**src/rtl/obstacle_field_gen.sv**
```systemverilog
// obstacle_field_gen: runner game-state producer; in CLK, RST (sync, active-high), START, BTN_JUMP; out obstacle[15:0], jump, game_over, score[13:0]
module obstacle_field_gen #(
    parameter int          TICK_DIV   = 25000000,
    parameter int          JUMP_TICKS = 3,
    parameter int          GAP_MIN    = 2,
    parameter logic [15:0] LFSR_SEED  = 16'hACE1
) (
    input  logic        CLK,
    input  logic        RST,
    input  logic        START,
    input  logic        BTN_JUMP,
    output logic [15:0] obstacle,
    output logic        jump,
    output logic        game_over,
    output logic [13:0] score
);
    localparam int TW = $clog2(TICK_DIV);
    typedef enum logic [1:0] {IDLE, RUN, OVER} state_t;
    state_t        state_q, state_d;
    logic [TW-1:0] tick_cnt_q, tick_cnt_d;
    logic [15:0]   obstacle_q, obstacle_d;
    logic [15:0]   lfsr_q, lfsr_d;
    logic [13:0]   score_q, score_d;
    logic [3:0]    air_cnt_q, air_cnt_d;
    logic [2:0]    gap_cnt_q, gap_cnt_d;
    logic          jump_q, jump_d;
    logic [2:0]    sync_q, sync_d;
    logic          tick, btn_edge, hit, fb;
    logic [1:0]    new_cell;
    always_comb begin
        sync_d     = {sync_q[1:0], BTN_JUMP};
        btn_edge   = sync_q[1] & ~sync_q[2];
        hit        = (obstacle_q[15:14] == 2'b01 && !jump_q) || (obstacle_q[15:14] == 2'b10 && jump_q);
        tick       = tick_cnt_q == TW'(TICK_DIV - 1);
        fb         = lfsr_q[15] ^ lfsr_q[13] ^ lfsr_q[12] ^ lfsr_q[10];
        new_cell   = |gap_cnt_q ? 2'b00 : (lfsr_q[1:0] == 2'b11 ? 2'b00 : lfsr_q[1:0]);
        state_d    = state_q;
        tick_cnt_d = tick_cnt_q;
        obstacle_d = obstacle_q;
        lfsr_d     = lfsr_q;
        score_d    = score_q;
        air_cnt_d  = air_cnt_q;
        gap_cnt_d  = gap_cnt_q;
        jump_d     = jump_q;
        case (state_q)
            IDLE, OVER: begin
                if (START) begin
                    state_d    = RUN;
                    tick_cnt_d = '0;
                    obstacle_d = '0;
                    score_d    = '0;
                    air_cnt_d  = '0;
                    gap_cnt_d  = '0;
                    jump_d     = 1'b0;
                end
            end
            RUN: begin
                if (hit) begin
                    state_d = OVER;
                end else begin
                    tick_cnt_d = tick ? '0 : tick_cnt_q + TW'(1);
                    if (tick) begin
                        obstacle_d = {obstacle_q[13:0], new_cell};
                        lfsr_d     = lfsr_q == '0 ? LFSR_SEED : {lfsr_q[14:0], fb};
                        score_d    = score_q == 14'd9999 ? score_q : score_q + 14'd1;
                        gap_cnt_d  = |gap_cnt_q ? gap_cnt_q - 3'd1 : (|new_cell ? 3'(GAP_MIN) : 3'd0);
                        if (|air_cnt_q) begin
                            air_cnt_d = air_cnt_q - 4'd1;
                            jump_d    = air_cnt_q != 4'd1;
                        end
                    end
                    // a fresh jump overrides the same-cycle airborne decrement
                    if (btn_edge && !jump_q) begin
                        jump_d    = 1'b1;
                        air_cnt_d = 4'(JUMP_TICKS);
                    end
                end
            end
            default: state_d = IDLE;
        endcase
    end
    always_ff @(posedge CLK) begin
        if (RST) begin
            state_q    <= IDLE;
            tick_cnt_q <= '0;
            obstacle_q <= '0;
            lfsr_q     <= LFSR_SEED;
            score_q    <= '0;
            air_cnt_q  <= '0;
            gap_cnt_q  <= '0;
            jump_q     <= 1'b0;
            sync_q     <= '0;
        end else begin
            state_q    <= state_d;
            tick_cnt_q <= tick_cnt_d;
            obstacle_q <= obstacle_d;
            lfsr_q     <= lfsr_d;
            score_q    <= score_d;
            air_cnt_q  <= air_cnt_d;
            gap_cnt_q  <= gap_cnt_d;
            jump_q     <= jump_d;
            sync_q     <= sync_d;
        end
    end
    assign obstacle  = obstacle_q;
    assign jump      = jump_q;
    assign score     = score_q;
    assign game_over = state_q == OVER;
endmodule

```
**config.mk**
```make
export PLATFORM = sky130hd
export DESIGN_NAME = obstacle_field_gen
export DESIGN_NICKNAME = d
export VERILOG_FILES = /design/src/rtl/obstacle_field_gen.sv
export SDC_FILE = /design/constraint.sdc
export NUM_CORES = 1
export LEC_CHECK = 0
export ABC_AREA = 1
export CAP_MARGIN = 20
export CORE_MARGIN = 4
export CORE_UTILIZATION = 52
export DETAILED_ROUTE_END_ITERATION = 10
export PLACE_DENSITY_LB_ADDON = 0.08
export SYNTH_ARGS = -nofsm -noshare
export SYNTH_HDL_FRONTEND = slang
export SYNTH_SLANG_ARGS = --single-unit
```
**constraint.sdc**
```tcl
create_clock -name CLK -period 1.8 [get_ports CLK]
set_input_delay 0.36 -clock CLK [delete_from_list [all_inputs] [get_ports CLK]]
set_output_delay 0.36 -clock CLK [all_outputs]
set_load 0.01 [all_outputs]
```
==> results.json, run 1 <==
{
  "status": "complete, no violations",
  "synthXorXnorAreaFrac": 0.0323,
  "final_antenna_net_count": 0,
  "fin_max_slew_vios": 0,
  "initial_utilization": 0.531,
  "worstPathArrival_ps": 1380,
  "die-height_um": 99.4,
  "post_synth_inst_count": 637,
  "finalClockSkew_ps": 10.0,
  "route.detailed.wl_per_inst_um": 13.2,
  "power.density_nw_per_um2": 737,
  "post-dp-hpwl_um": 7570,
  "drc": 0,
  "yosys.area.top_type": "sky130_fd_sc_hd__dfxtp_1",
  "sequential_cell_area_fraction_in_the_yosys_report": 0.387,
  "finalCriticalPeriod_ps": 1740,
  "netlist_top_cells_area": "sky130_fd_sc_hd__dfxtp_1 (39%), sky130_fd_sc_hd__nand2_1 (14%), sky130_fd_sc_hd__nand3_1 (8.2%)",
  "cts-hold-fix-buffers": 0,
  "die_x_um": 99.4,
  "final_global_route_overflow_total": 0,
  "synth_compound_area_frac": 0.0879,
  "final_cell_count_no_fill": 812,
  "synth.ff_latch_count": 84,
  "synth-adder-area-share": 0.0173,
  "timing.max_cap.violations": 0,
  "fin_tns_setup_ps": 0,
  "cp-end-kind": "output port",
  "cts.sinks": 84,
  "cts.root.buffer_cell": "sky130_fd_sc_hd__clkbuf_8",
  "post-place-cells": 789,
  "reg2reg_slack_ps": 100,
  "crit-reg2reg-capture": "lfsr_q[8]$_SDFFE_PP0P_",
  "hold_viol": 0,
  "vias_per_cell": 5.30,
  "cts.path.max_buffers": 2,
  "hp-start": "sync_q[0]$_SDFF_PP0_",
  "antenna_found_initial": 0,
  "gpl.final_weighted_congestion": 0.878,
  "num-nets-final": 712,
  "worstMarginPinSlew_ps": 492,
  "worst_ir_drop_on_vdd_uv": 395,
  "flow.area_growth_from_synthesis_pct": 23.9,
  "ios": 36,
  "critPathKind": "flip-flop to output port",
  "grt_pass1_vias": 4087,
  "r2r-start": "tick_cnt_q[0]$_SDFFE_PP0P_",
  "postPlaceCellArea_um2": 5000,
  "syn_avg_cell_area_um2": 6.82,
  "cts_inserted_buffers": 9,
  "netlist-cell-type-count": 40,
  "final_min_period_over_clock_period": 0.967,
  "synth_top_family_by_area": "simple AND/OR/NAND/NOR gates",
  "fp.coreArea_um2": 8180,
  "netlist.area_leader.share": 0.387,
  "worstHoldEndpoint": "sync_q[1]$_SDFF_PP0_",
  "hold_ws_ps": 409,
  "hold_depth": 2,
  "synth_simple_gate_area_share": 0.394,
  "totalWireLength_um": 10700,
  "critical_path_peak_fanout": 3,
  "cts_max_level": 3,
  "setup.worst_path.start_class": "flip-flop",
  "grt_first_pass_wirelength_um": 18300,
  "tritoncts": "yes",
  "netlist_area_um2": 4340,
  "clock_insertion_delay_worst_skew_ps": 360,
  "ys_warn_count": 0,
  "num_rows": 33,
  "fillers": 741,
  "dr.first_iter.drc_count": 241,
  "drive_gt1_frac": 0.146,
  "grt_util_all_layers": 0.223,
  "path_class_of_the_lowest_slack_min_delay_path": "flip-flop to flip-flop",
  "cp.required_ps": 1440,
  "dieArea_um2": 9880,
  "port-buffer-count": 35,
  "detailroute.via_count": 4306,
  "reg2regPathDepth": 10,
  "number_of_iterations_in_the_first_detailed_routing_pass": 6,
  "synth_mux_area_frac": 0,
  "finalSetupViolations": 0,
  "timing.fmax_mhz": 574,
  "clk_pin_slew_worst_paths_ps": 90,
  "p_leak_nw": 2.13,
  "pin_count_of_the_biggest_net_entering_global_routing": 21,
  "syn_nets": 647,
  "max_slew_margin": 0.669,
  "diodes": 0,
  "layout.cell_area.non_filler_um2": 5380
}
[worst max-delay path, stage by stage (launching register included)]
cell and delay [ps]:
sky130_fd_sc_hd__dfxtp_2 370, sky130_fd_sc_hd__buf_4 120, sky130_fd_sc_hd__clkdlybuf4s50_1 540
[per-stage QoR]
stage	utilization	setup slack (ps)	power (mW)
after floorplan	-	192	2.26
after global placement	0.612	-0.927	2.42
after detailed placement	0.612	-57.2	2.43
after CTS	0.642	0.935	3.98
after global routing	0.658	-8.00	4.14
final	0.658	59.0	3.97
[registers in the layout, summed over array words and instances (netlist names)]
register    cells
tick_cnt_q     25
lfsr_q         16
obstacle       16
score          14
air_cnt_q       4
gap_cnt_q       3
sync_q          3
state_q         2
jump            1
[repair_timing]
action / CTS / global route
buffers inserted: 0 / 5
endpoints found under the hold margin: 0 / 0
endpoints found under the setup margin: 25 / 74
cloned: 0 / 2
pin swaps: 0 / 2
gates resized for setup: 7 / 28
[logic make-up (layout without fill, tap and decap cells)]
group                    count (synthesis)  count (layout)
XOR/XNOR                                16              16
AND/OR/NAND/NOR                        381             382
buffers and inverters                   80             149
flip-flops                              84              84
AO/OA/AOI/OAI                           70              70
adder cells (fa/ha/maj)                  6               6
[where the power goes]
part,leakage (nW),total (mW),internal (mW),switching (mW)
Sequential,0.685,1.91,1.88,0.0235
Clock,0.111,1.56,0.834,0.723
Combinational,1.33,0.504,0.194,0.310
Total,2.13,3.97,2.91,1.06
[worst max path at each step]
| stage | slack [ps] | start | end | cells after the start |
|---|---|---|---|---|
| after global routing | -8 | tick_cnt_q[0]$_SDFFE_PP0P_ | lfsr_q[5]$_SDFFE_PP1P_ | 11 |
| after CTS | 0.9 | obstacle[15]$_SDFFE_PP0P_ | obstacle[15] | 2 |
| after global placement | -0.9 | START | air_cnt_q[3]$_SDFFE_PP0P_ | 8 |
| after detailed placement | -60 | START | tick_cnt_q[21]$_SDFFE_PP0P_ | 7 |
| after floorplan | 190 | score[0]$_SDFFE_PP0P_ | score[4]$_SDFFE_PP0P_ | 10 |
| final | 60 | obstacle[15]$_SDFFE_PP0P_ | obstacle[15] | 2 |
[placed cells by master, fill, tap and decap left out, drive strengths merged, types with 2 or more instances in the layout]
master         instances
nand3b                 2
nand2                171
o21ai                 20
clkinvlp               2
dfxtp                 84
clkbuf                11
buf                   41
nand4                 19
inv                   58
nand3                 71
xnor2                  5
a21oi                 41
bufinv                 2
ha                     6
nor4                   3
or2                    6
o211ai                 2
a31oi                  3
nor2                  92
nor3                  15
xor2                  11
clkdlybuf4s50         34
[layout make-up]
class / instances / area, um^2 / share of cell area
Sequential cell: 84 / 1700 / 0.315
Timing Repair Buffer: 77 / 739 / 0.137
Tap cell: 105 / 131 / 0.0244
Clock buffer: 10 / 138 / 0.0256
Multi-Input combinational cell: 474 / 2370 / 0.440
Inverter: 56 / 215 / 0.0400
Clock inverter: 6 / 95.1 / 0.0177
[cell usage after synthesis]
cell type / n
sky130_fd_sc_hd__nor2_8: 1
sky130_fd_sc_hd__buf_1: 4
sky130_fd_sc_hd__o211ai_1: 2
sky130_fd_sc_hd__nor3_1: 14
sky130_fd_sc_hd__ha_1: 6
sky130_fd_sc_hd__nor2_2: 4
sky130_fd_sc_hd__nand3_1: 71
sky130_fd_sc_hd__o21ai_0: 12
sky130_fd_sc_hd__inv_1: 51
sky130_fd_sc_hd__nand2_4: 1
sky130_fd_sc_hd__a21oi_1: 38
sky130_fd_sc_hd__a31oi_1: 3
sky130_fd_sc_hd__and3_1: 1
sky130_fd_sc_hd__nor2_1: 84
sky130_fd_sc_hd__nand2_2: 6
sky130_fd_sc_hd__nor4_1: 3
sky130_fd_sc_hd__nand3b_1: 2
sky130_fd_sc_hd__buf_6: 4
sky130_fd_sc_hd__o22ai_1: 1
sky130_fd_sc_hd__nor3b_1: 1
sky130_fd_sc_hd__o21ai_1: 8
sky130_fd_sc_hd__o21bai_1: 1
sky130_fd_sc_hd__o211a_1: 1
sky130_fd_sc_hd__buf_2: 5
sky130_fd_sc_hd__clkbuf_1: 6
sky130_fd_sc_hd__nor2_4: 2
sky130_fd_sc_hd__nand2_1: 163
sky130_fd_sc_hd__and2_1: 1
sky130_fd_sc_hd__or2_2: 3
sky130_fd_sc_hd__nand4_1: 19
sky130_fd_sc_hd__dfxtp_1: 84
sky130_fd_sc_hd__nand2_8: 1
sky130_fd_sc_hd__or2_0: 3
sky130_fd_sc_hd__nor3_2: 1
sky130_fd_sc_hd__o21a_1: 1
sky130_fd_sc_hd__inv_2: 5
sky130_fd_sc_hd__buf_4: 5
sky130_fd_sc_hd__xor2_1: 11
sky130_fd_sc_hd__a21oi_2: 3
sky130_fd_sc_hd__xnor2_1: 5
[routing by layer]
metal | global-route usage | wire [um]
met3 | 0.0414 | 380
met5 | 0 | 0
met1 | 0.284 | 4770
met2 | 0.371 | 5370
met4 | 0.0945 | 220
Power figures use the tool's default switching activity.
==> run 2, diff against run 1 <==
- CTS_BUF_LIST: unset -> sky130_fd_sc_hd__clkbuf_4
- SLEW_MARGIN: unset -> 0
==> run 2 against run 1 <==
  * Power is 7.4% lower
  * Worst setup slack worse by 7.6 ps
  * Clock skew is 3.5 ps higher
  * Combinational power is 0.8% lower
  * First-iteration DRC count is 21% lower
  * Register-to-register slack hardly changed
  * Die area stayed put
  * Critical endpoint is now jump
  * Largest power group unchanged
==> results.json, run 2 (synthesis gave the netlist of run 1 again) <==
{
  "antenna_found_initial": 0,
  "num_rows": 33,
  "detailroute.via_count": 4290,
  "worst_ir_drop_on_vdd_uv": 368,
  "setup.worst_path.start_class": "flip-flop",
  "finalCoreUtilization": 0.654,
  "cts_max_level": 3,
  "clk_pin_slew_worst_paths_ps": 130,
  "crit_path_max_incr_delay_ps": 550,
  "hold_viol": 0,
  "cp.required_ps": 1440,
  "critical_path_buf_inv_count": 1,
  "flow.area_growth_from_synthesis_pct": 23.1,
  "finalSetupViolations": 0,
  "finalClockSkew_ps": 13.6,
  "cts.sinks": 84,
  "critPathKind": "flip-flop to output port",
  "path_class_of_the_lowest_slack_min_delay_path": "flip-flop to flip-flop",
  "ios": 36,
  "critical_path_peak_fanout": 5,
  "timing.max_cap.violations": 0,
  "timing.fmax_mhz": 572,
  "most_frequent_cells_in_the_layout": "sky130_fd_sc_hd__nand2_1 (163), sky130_fd_sc_hd__nor2_1 (84), sky130_fd_sc_hd__nand3_1 (70), sky130_fd_sc_hd__dfxtp_1 (60), sky130_fd_sc_hd__inv_1 (50)",
  "cp_slowest_cell": "sky130_fd_sc_hd__clkdlybuf4s50_1",
  "largest_register_ff_count": 25,
  "worst_path_dominant_cell_family": "buffers and inverters",
  "die_x_um": 99.4,
  "num-nets-final": 712,
  "p_leak_nw": 2.20,
  "final_common_cell": "sky130_fd_sc_hd__nand2_1",
  "diodes": 0,
  "post-dp-hpwl_um": 7570,
  "cp-end-kind": "output port",
  "initial_utilization": 0.531,
  "cts-hold-fix-buffers": 0,
  "dieArea_um2": 9880,
  "grt_first_pass_wirelength_um": 18200,
  "largest_register": "tick_cnt_q",
  "crit_cells": 1,
  "hold_depth": 2,
  "worstMarginPinSlew_ps": 496,
  "cts.path.max_buffers": 2,
  "grt_pass1_vias": 4072,
  "finalCriticalPeriod_ps": 1750,
  "drc": 0,
  "final_antenna_net_count": 0,
  "vias_per_cell": 5.28,
  "cts_inserted_buffers": 9,
  "status": "complete, no violations",
  "drive_gt1_frac": 0.160,
  "fin_tns_setup_ps": 0,
  "final_min_period_over_clock_period": 0.971,
  "power.density_nw_per_um2": 687,
  "pin_count_of_the_biggest_net_entering_global_routing": 21,
  "number_of_iterations_in_the_first_detailed_routing_pass": 4,
  "port-buffer-count": 35,
  "fin_max_slew_vios": 0,
  "dr.first_iter.drc_count": 190,
  "total_power_mw": 3.68,
  "tritoncts": "yes",
  "fp.coreArea_um2": 8180,
  "final_global_route_overflow_total": 0,
  "grt_util_all_layers": 0.222,
  "reg2regPathDepth": 11,
  "totalWireLength_um": 10600,
  "die-height_um": 99.4,
  "gpl.final_weighted_congestion": 0.878,
  "crit_chain": "clkdlybuf4s50_1",
  "worstPathArrival_ps": 1390,
  "cts.root.buffer_cell": "sky130_fd_sc_hd__clkbuf_4",
  "max_slew_margin": 0.666,
  "route.detailed.wl_per_inst_um": 13.0,
  "clock_insertion_delay_worst_skew_ps": 440
}
## run 2: changes by cell type in the layout (fill, tap and decap cells not counted)
| cell | before | now |
|---|---|---|
| sky130_fd_sc_hd__clkbuf_4 | 0 | 9 |
| sky130_fd_sc_hd__clkbuf_8 | 10 | 0 |
| sky130_fd_sc_hd__clkdlybuf4s50_1 | 34 | 26 |
| sky130_fd_sc_hd__clkinv_1 | 0 | 1 |
| sky130_fd_sc_hd__dfxtp_1 | 71 | 60 |
| sky130_fd_sc_hd__dfxtp_2 | 13 | 19 |
| sky130_fd_sc_hd__dfxtp_4 | 0 | 5 |
| sky130_fd_sc_hd__dlygate4sd2_1 | 1 | 5 |
| sky130_fd_sc_hd__dlymetal6s2s_1 | 0 | 4 |
## run 2: per-layer routing
| layer | vias up | global-route usage | wire, um |
|---|---|---|---|
| met2 | 101 | 0.370 | 5230 |
| met5 | - | 0 | 0 |
| li1 | 2201 | - | - |
| met4 | 0 | 0.103 | 248 |
| met3 | 23 | 0.0273 | 407 |
| met1 | 1965 | 0.287 | 4680 |
## run 2: final cells by class
type	instances	area (um^2)
clock buffer	9	67.6
clock inverter	7	98.8
fill	749	2830
inverter	56	215
multi-input combinational	474	2370
sequential	84	1720
tap	105	131
timing repair buffer	77	744
## run 2: metrics by stage
stage	worst slack, ps	area, um^2	instances	hold slack, ps
6_report	51.4	5350	812	417
5_1_grt	-16.7	5350	812	427
3_5_place_dp	-57.2	5000	789	398
2_1_floorplan	192	4340	637	388
4_1_cts	2.37	5200	805	407
3_3_place_gp	-0.927	5000	789	404
## run 2: report_power, final
part	switching, mW	total [mW]	internal, mW
registers	0.0237	1.90	1.88
logic	0.307	0.500	0.193
clock network	0.700	1.27	0.572
## run 2: repair_timing
action | CTS | global route
hold endpoints to repair | 0 | 0
buffers inserted | 0 | 5
pin swaps | 0 | 2
setup endpoints to repair | 38 | 80
cloned | 0 | 2
resized for setup | 26 | 33
## run 2: final timing paths
path,slack [ps],endpoint,from
max,50,jump,jump$_SDFFE_PP0P_
min,420,sync_q[1]$_SDFF_PP0_,sync_q[0]$_SDFF_PP0_
max reg2reg,100,lfsr_q[5]$_SDFFE_PP1P_,tick_cnt_q[0]$_SDFFE_PP0P_
min reg2reg,420,sync_q[1]$_SDFF_PP0_,sync_q[0]$_SDFF_PP0_
==> run 3, diff against run 2 <==
- CTS_CLUSTER_DIAMETER: unset -> 200
==> results of run 3 <==
Same layout as run 2: the final DEF is identical, and so are final timing and power.
